--- src/rtl/pipe_demux_pkg.sv ---
// Shared tag constants, tag check helper and the default-width pipe word layout.
package pipe_demux_pkg;

    localparam int TAG_NONE       = 0;
    localparam int DEF_TAG_WIDTH  = 8;
    localparam int DEF_DATA_WIDTH = 64;

    typedef struct packed {
        logic [DEF_TAG_WIDTH-1:0]  tag;
        logic [DEF_DATA_WIDTH-1:0] payload;
    } pipe_word_def_t;

    function automatic logic tag_valid(input logic [31:0] tag, input int num_methods);
        return (tag != 32'(TAG_NONE)) && (tag <= 32'(num_methods));
    endfunction

endpackage

--- src/rtl/pipe_request_demux_if.sv ---
// Pipe enq side, method call side and status of the request demux.
interface pipe_request_demux_if #(
    parameter int NUM_METHODS = 4,
    parameter int DATA_WIDTH  = 64,
    parameter int TAG_WIDTH   = 8,
    parameter int DEPTH       = 4
);
    logic                          pipe_enq_ENA;
    logic [TAG_WIDTH+DATA_WIDTH-1:0] pipe_enq_v;
    logic                          pipe_enq_RDY;
    logic [NUM_METHODS-1:0]        meth_ENA;
    logic [DATA_WIDTH-1:0]         meth_v;
    logic [NUM_METHODS-1:0]        meth_RDY;
    logic [$clog2(DEPTH):0]        occupancy;
    logic [15:0]                   bad_tag_count;

    modport master (
        output pipe_enq_ENA, pipe_enq_v, meth_RDY,
        input  pipe_enq_RDY, meth_ENA, meth_v, occupancy, bad_tag_count
    );

    modport slave (
        input  pipe_enq_ENA, pipe_enq_v, meth_RDY,
        output pipe_enq_RDY, meth_ENA, meth_v, occupancy, bad_tag_count
    );
endinterface

--- src/rtl/pipe_demux_fifo.sv ---
// In-order DEPTH-entry FIFO with wrap-bit pointers; read data is the head entry.
// Latency: a push is visible at the head the cycle after it is written.
// Backpressure: push while full and pop while empty are ignored.
module pipe_demux_fifo #(
    parameter int DEPTH = 4,
    parameter int WIDTH = 72
) (
    input  logic                     CLK,
    input  logic                     nRST,
    input  logic                     push_i,
    input  logic [WIDTH-1:0]         wdat_i,
    input  logic                     pop_i,
    output logic [WIDTH-1:0]         rdat_o,
    output logic                     full_o,
    output logic                     empty_o,
    output logic [$clog2(DEPTH):0]   count_o
);
    localparam int AW = $clog2(DEPTH);

    logic [WIDTH-1:0] mem_q [DEPTH];
    logic [AW:0]      wr_ptr_q, wr_ptr_d;
    logic [AW:0]      rd_ptr_q, rd_ptr_d;
    logic             do_push, do_pop;

    assign full_o  = (wr_ptr_q[AW] != rd_ptr_q[AW]) && (wr_ptr_q[AW-1:0] == rd_ptr_q[AW-1:0]);
    assign empty_o = (wr_ptr_q == rd_ptr_q);
    assign count_o = wr_ptr_q - rd_ptr_q;
    assign rdat_o  = mem_q[rd_ptr_q[AW-1:0]];

    assign do_push = push_i && !full_o;
    assign do_pop  = pop_i && !empty_o;

    always_comb begin
        wr_ptr_d = wr_ptr_q;
        rd_ptr_d = rd_ptr_q;
        if (do_push) wr_ptr_d = wr_ptr_q + 1'b1;
        if (do_pop)  rd_ptr_d = rd_ptr_q + 1'b1;
    end

    always_ff @(posedge CLK) begin
        if (!nRST) begin
            wr_ptr_q <= '0;
            rd_ptr_q <= '0;
        end else begin
            wr_ptr_q <= wr_ptr_d;
            rd_ptr_q <= rd_ptr_d;
        end
    end

    // Storage needs no reset: the pointers alone define which entries are live.
    always_ff @(posedge CLK) begin
        if (nRST && do_push) mem_q[wr_ptr_q[AW-1:0]] <= wdat_i;
    end

endmodule

--- src/rtl/pipe_request_demux.sv ---
// Demuxes tagged pipe words to one-hot method calls in order; bad tags are dropped and counted.
// Latency: 1 cycle accept-to-call (0 when PIPE_DEMUX_BYPASS_EN is defined and the FIFO is empty).
// Backpressure: pipe_enq_RDY = !full only; a non-ready head method stalls all later words.
module pipe_request_demux
    import pipe_demux_pkg::*;
#(
    parameter int NUM_METHODS = 4,
    parameter int DATA_WIDTH  = 64,
    parameter int TAG_WIDTH   = 8,
    parameter int DEPTH       = 4
) (
    input  logic               CLK,
    input  logic               nRST,
    pipe_request_demux_if.slave bus
);
    localparam int W = TAG_WIDTH + DATA_WIDTH;

    typedef struct packed {
        logic [TAG_WIDTH-1:0]  tag;
        logic [DATA_WIDTH-1:0] payload;
    } pipe_word_t;

    pipe_word_t             in_word, head_word;
    logic [W-1:0]           head_raw;
    logic                   fifo_full, fifo_empty;
    logic [$clog2(DEPTH):0] fifo_count;
    logic                   accept, in_valid, head_valid;
    logic                   push, pop;
    logic [NUM_METHODS-1:0] meth_ena;
    logic [DATA_WIDTH-1:0]  meth_dat;
    logic [15:0]            bad_cnt_q, bad_cnt_d;

    assign in_word   = bus.pipe_enq_v;
    assign head_word = head_raw;

    assign bus.pipe_enq_RDY = nRST && !fifo_full;
    assign accept           = bus.pipe_enq_ENA && bus.pipe_enq_RDY;
    assign in_valid         = tag_valid(32'(in_word.tag), NUM_METHODS);
    assign head_valid       = nRST && !fifo_empty;

    // Only valid tags are ever written, so the head tag always selects a real method.
    always_comb begin
        meth_ena = '0;
        meth_dat = head_word.payload;
        push     = accept && in_valid;
        pop      = 1'b0;
        for (int i = 0; i < NUM_METHODS; i++) begin
            if (head_valid && (32'(head_word.tag) == 32'(i + 1))) begin
                meth_ena[i] = bus.meth_RDY[i];
                pop         = bus.meth_RDY[i];
            end
        end
`ifdef PIPE_DEMUX_BYPASS_EN
        for (int i = 0; i < NUM_METHODS; i++) begin
            if (nRST && fifo_empty && push && (32'(in_word.tag) == 32'(i + 1)) && bus.meth_RDY[i]) begin
                meth_ena[i] = 1'b1;
                meth_dat    = in_word.payload;
                push        = 1'b0;
            end
        end
`endif
    end

    always_comb begin
        bad_cnt_d = bad_cnt_q;
        if (accept && !in_valid && (bad_cnt_q != 16'hFFFF)) bad_cnt_d = bad_cnt_q + 16'd1;
    end

    always_ff @(posedge CLK) begin
        if (!nRST) bad_cnt_q <= '0;
        else       bad_cnt_q <= bad_cnt_d;
    end

    pipe_demux_fifo #(
        .DEPTH (DEPTH),
        .WIDTH (W)
    ) u_fifo (
        .CLK     (CLK),
        .nRST    (nRST),
        .push_i  (push),
        .wdat_i  (in_word),
        .pop_i   (pop),
        .rdat_o  (head_raw),
        .full_o  (fifo_full),
        .empty_o (fifo_empty),
        .count_o (fifo_count)
    );

    assign bus.meth_ENA      = meth_ena;
    assign bus.meth_v        = meth_dat;
    assign bus.occupancy     = fifo_count;
    assign bus.bad_tag_count = bad_cnt_q;

endmodule
--- src/flat_wrapper.sv ---
// flat-port wrapper written by rule: the top's interface ports become plain ports
module pipe_request_demux_flat import pipe_demux_pkg::*;
#(
    parameter int NUM_METHODS = 4,
    parameter int DATA_WIDTH  = 64,
    parameter int TAG_WIDTH   = 8,
    parameter int DEPTH       = 4
)
  (CLK, nRST, bus_pipe_enq_ENA, bus_pipe_enq_v, bus_meth_RDY, bus_pipe_enq_RDY, bus_meth_ENA, bus_meth_v, bus_occupancy, bus_bad_tag_count);
  pipe_request_demux_if #(.NUM_METHODS(NUM_METHODS), .DATA_WIDTH(DATA_WIDTH), .TAG_WIDTH(TAG_WIDTH), .DEPTH(DEPTH)) bus_i ();
  input  logic CLK;
  input  logic nRST;
  input wire logic [$bits(bus_i.pipe_enq_ENA)-1:0] bus_pipe_enq_ENA;
  input wire logic [$bits(bus_i.pipe_enq_v)-1:0] bus_pipe_enq_v;
  input wire logic [$bits(bus_i.meth_RDY)-1:0] bus_meth_RDY;
  output wire logic [$bits(bus_i.pipe_enq_RDY)-1:0] bus_pipe_enq_RDY;
  output wire logic [$bits(bus_i.meth_ENA)-1:0] bus_meth_ENA;
  output wire logic [$bits(bus_i.meth_v)-1:0] bus_meth_v;
  output wire logic [$bits(bus_i.occupancy)-1:0] bus_occupancy;
  output wire logic [$bits(bus_i.bad_tag_count)-1:0] bus_bad_tag_count;
  assign bus_i.pipe_enq_ENA = bus_pipe_enq_ENA;
  assign bus_i.pipe_enq_v = bus_pipe_enq_v;
  assign bus_i.meth_RDY = bus_meth_RDY;
  assign bus_pipe_enq_RDY = bus_i.pipe_enq_RDY;
  assign bus_meth_ENA = bus_i.meth_ENA;
  assign bus_meth_v = bus_i.meth_v;
  assign bus_occupancy = bus_i.occupancy;
  assign bus_bad_tag_count = bus_i.bad_tag_count;
  pipe_request_demux #(.NUM_METHODS(NUM_METHODS), .DATA_WIDTH(DATA_WIDTH), .TAG_WIDTH(TAG_WIDTH), .DEPTH(DEPTH)) u_core (.CLK(CLK), .nRST(nRST), .bus(bus_i));
endmodule
--- config.mk ---
export PLATFORM = sky130hd
export DESIGN_NAME = pipe_request_demux_flat
export DESIGN_NICKNAME = d
export VERILOG_FILES = /design/src/rtl/pipe_demux_pkg.sv /design/src/rtl/pipe_request_demux_if.sv /design/src/rtl/pipe_demux_fifo.sv /design/src/rtl/pipe_request_demux.sv /design/src/flat_wrapper.sv
export SDC_FILE = /design/constraint.sdc
export NUM_CORES = 1
export LEC_CHECK = 0
export ABC_AREA = 1
export CORE_UTILIZATION = 38
export CTS_BUF_LIST = sky130_fd_sc_hd__clkbuf_8
export DETAILED_ROUTE_END_ITERATION = 12
export MAX_ROUTING_LAYER = met4
export SLEW_MARGIN = 20
export SYNTH_ARGS = -nofsm -noshare
export SYNTH_HDL_FRONTEND = slang
export SYNTH_HIERARCHICAL = 1
export SYNTH_SLANG_ARGS = --single-unit
--- constraint.sdc ---
create_clock -name CLK -period 16.6 [get_ports CLK]
set_input_delay 1.66 -clock CLK [delete_from_list [all_inputs] [get_ports CLK]]
set_output_delay 1.66 -clock CLK [all_outputs]
set_load 0.02 [all_outputs]
==> metrics.txt <==
DRC 0; Leak between 0.005 and 0.006 uW; flops & latches, synth ~310; Avg Vias per Cell approximately 5.0; worst path bufs/invs 4; Overall Global Routing Usage 16.52%; Via Count about 8200; post-synth cell types 36; Routed Antenna Nets 0; crit-path leading delay family buffers and inverters; initial cell density of the core slightly below 40%; period utilization 32.98%; antenna cells 0; CTS-repair resized insts 0; peak supply drop 0.04153 mV; WL/cell roughly 17 um; CTS root buffer clkbuf_8; most frequent cells in the layout edfxtp_1 (288), clkdlybuf4s50_1 (166), o21ai_0 (139), nor2_1 (135), nand2_1 (80); Avg Cell Area, Syn 13.08 um^2; WL final between 20000 and 30000 um; Fmax 182.7 MHz; Reg2Reg Setup Slack 12520 ps; CTS buffer count between 50 and 60; violation count after the first detailed-route iteration 441; multi-input combinational cell area roughly 3300 um^2; Setup-failing EPs final 0; I/O Buffers approximately 170; max_cap viols 0; layout cell share with drive strength beyond 1 16.90%; actual slew at the worst max-slew pin 1079 ps; Clock Skew roughly 27 ps; max-slew violations 0; pre-CTS setup slack 11040 ps; final net count around 1300; Worst path max stage delay ~630 ps; vias in the first global route between 7000 and 8000; fin util about 47%; clk buf depth 3; Crit Path Max Fanout 73; clock slew at reported path FFs 60 ps; initial antenna violation count 0; largest net degree at the start of global routing between 100 and 150; cells along the critical path buf_4, inv_4, o21ai_0, o22ai_1, nor2_1, nand2_1, nor3_1, nand4_1, inv_1, clkdlybuf4s50_1; synthesized cell area between 10000 and 15000 um^2; Ports ~170; CTS tree done; Period minus WS final approximately 5500 ps; Seq. cell area between 9000 and 10000 um^2; # Post-CTS Setup Buffers 0; slack of the critical path roughly 11000 ps; first-pass GRT wire length roughly 42000 um; Crit path arrival time around 3800 ps; syn_nets 1072; status completed; die height ~190 um; slowest cell on the critical path buf_4; RD Place Congestion about 0.8; Clk Latency, worst-skew pair between 500 and 600 ps; Sink Count around 310; Hold Vio Cnt, Final 0; CORE AREA about 33000 um^2; cells after synthesis between 900 and 1000; relative max-transition margin 28.04%; total die area 34610 um^2; hpwl dp around 16000 um; commonest non-fill, non-tap cell in the layout edfxtp_1; Pre-antenna DRT Iters 4; Layout area overhead 23.17%; fill count 2952; worst hold path type flop to flop; Pwr Density 96.04 nW/um^2; chip width between 150 and 200 um; CTS HTree Levels 2; RSZ-0062 raised after global routing no; Hold-fix buffers, CTS 0; CP Launch Type flop; post-synthesis sequential area ratio a little under three quarters; yosys warns 6; row cnt 67; total gr overflow 0; Worst EP required 14940 ps; setup TNS 0 ps; crit path capture type output pin; critical path class flop to output pin
==> Yosys cell counts (all sizes together) <==
library cell	n	area, um^2
ha	8	100.1
buf	28	222.7
nor2	195	877.1
o22ai	72	763.2
nor3	2	10.01
xor2	3	26.28
o21ai	150	750.7
inv	49	191.4
a21oi	20	107.6
edfxtp	288	8648
nand3b	2	15.01
fa	1	20.02
dlygate4sd1	1	8.760
nand3	26	157.7
o211ai	2	15.01
clkbuf	19	78.83
nand2	83	319.1
dfxtp	24	480.5
xnor2	1	8.760
nand4	10	68.81
==> routing by layer <==
| metal | track usage (%) | wire length [um] |
|---|---|---|
| met1 | 21.24 | 12470 |
| met2 | 26.49 | 13300 |
| met3 | 3.365 | 1696 |
| met4 | 4.656 | 440 |
| met5 | - | 0 |
==> worst paths after layout <==
check                                                 start                     endpoint  cells after the start
worst max-delay path                                   flop              bus_meth_ENA[1]                     10
worst min-delay path            u_core/bus.bad_tag_count[7]  u_core/bus.bad_tag_count[7]                      2
worst max register to register    u_core/u_fifo/wr_ptr_q[0]    u_core/u_fifo/mem_q[3][8]                     12
worst min register to register  u_core/bus.bad_tag_count[7]  u_core/bus.bad_tag_count[7]                      2
==> per-stage QoR <==
step / cell area, um^2 / hold WS, ps / power [uW] / std cells
finish: 15850 / 528.9 / 1522 / 1643
global route: 15850 / 545.4 / 1583 / 1643
CTS: 15850 / 529.7 / 1546 / 1643
detailed placement: 14870 / 518.1 / 911.7 / 1557
global placement: 14870 / 516.3 / 911.2 / 1557
floorplan: 12870 / 499.4 / 881.9 / 984
==> area by class of cell <==
cell class                 instances  area share, %
clock buffer                      61          5.296
multi-input combinational        575          20.63
timing repair buffer             173          10.81
tap                              448          3.536
sequential                       312          57.62
clock inverter                    25         0.8998
inverter                          49          1.208
==> state kept, by name (all words and copies together), names as in the netlist, named ones only <==
name / flops
u_core/bus.bad_tag_count: 16
u_core/u_fifo/rd_ptr_q: 3
u_core/u_fifo/wr_ptr_q: 3
u_core/u_fifo/mem_q: 288
==> power by group <==
group / internal (uW) / switching, uW
clock: 346 / 281
sequential: 858 / 0.689
combinational: 19.2 / 17.1
==> worst register-to-register path: cells and delay by family (launching register included) <==
family / cells / cell delay (ps)
fa+ha+maj: 1 / 340
simple gates: 7 / 1860
flops: 1 / 400
buf+inv: 4 / 1080
==> kinds of logic (layout without fill, tap and decap cells) <==
group | count (synthesis) | after routing | share of synthesized area [%]
adder cells (fa/ha/maj) | 9 | 9 | 0.9333
XOR/XNOR | 4 | 4 | 0.2723
buffers and inverters | 97 | 308 | 3.899
flip-flops | 312 | 312 | 70.93
AO/OA/AOI/OAI | 244 | 244 | 12.72
AND/OR/NAND/NOR | 318 | 318 | 11.25
Note: power is estimated with default switching activity, not from simulation.
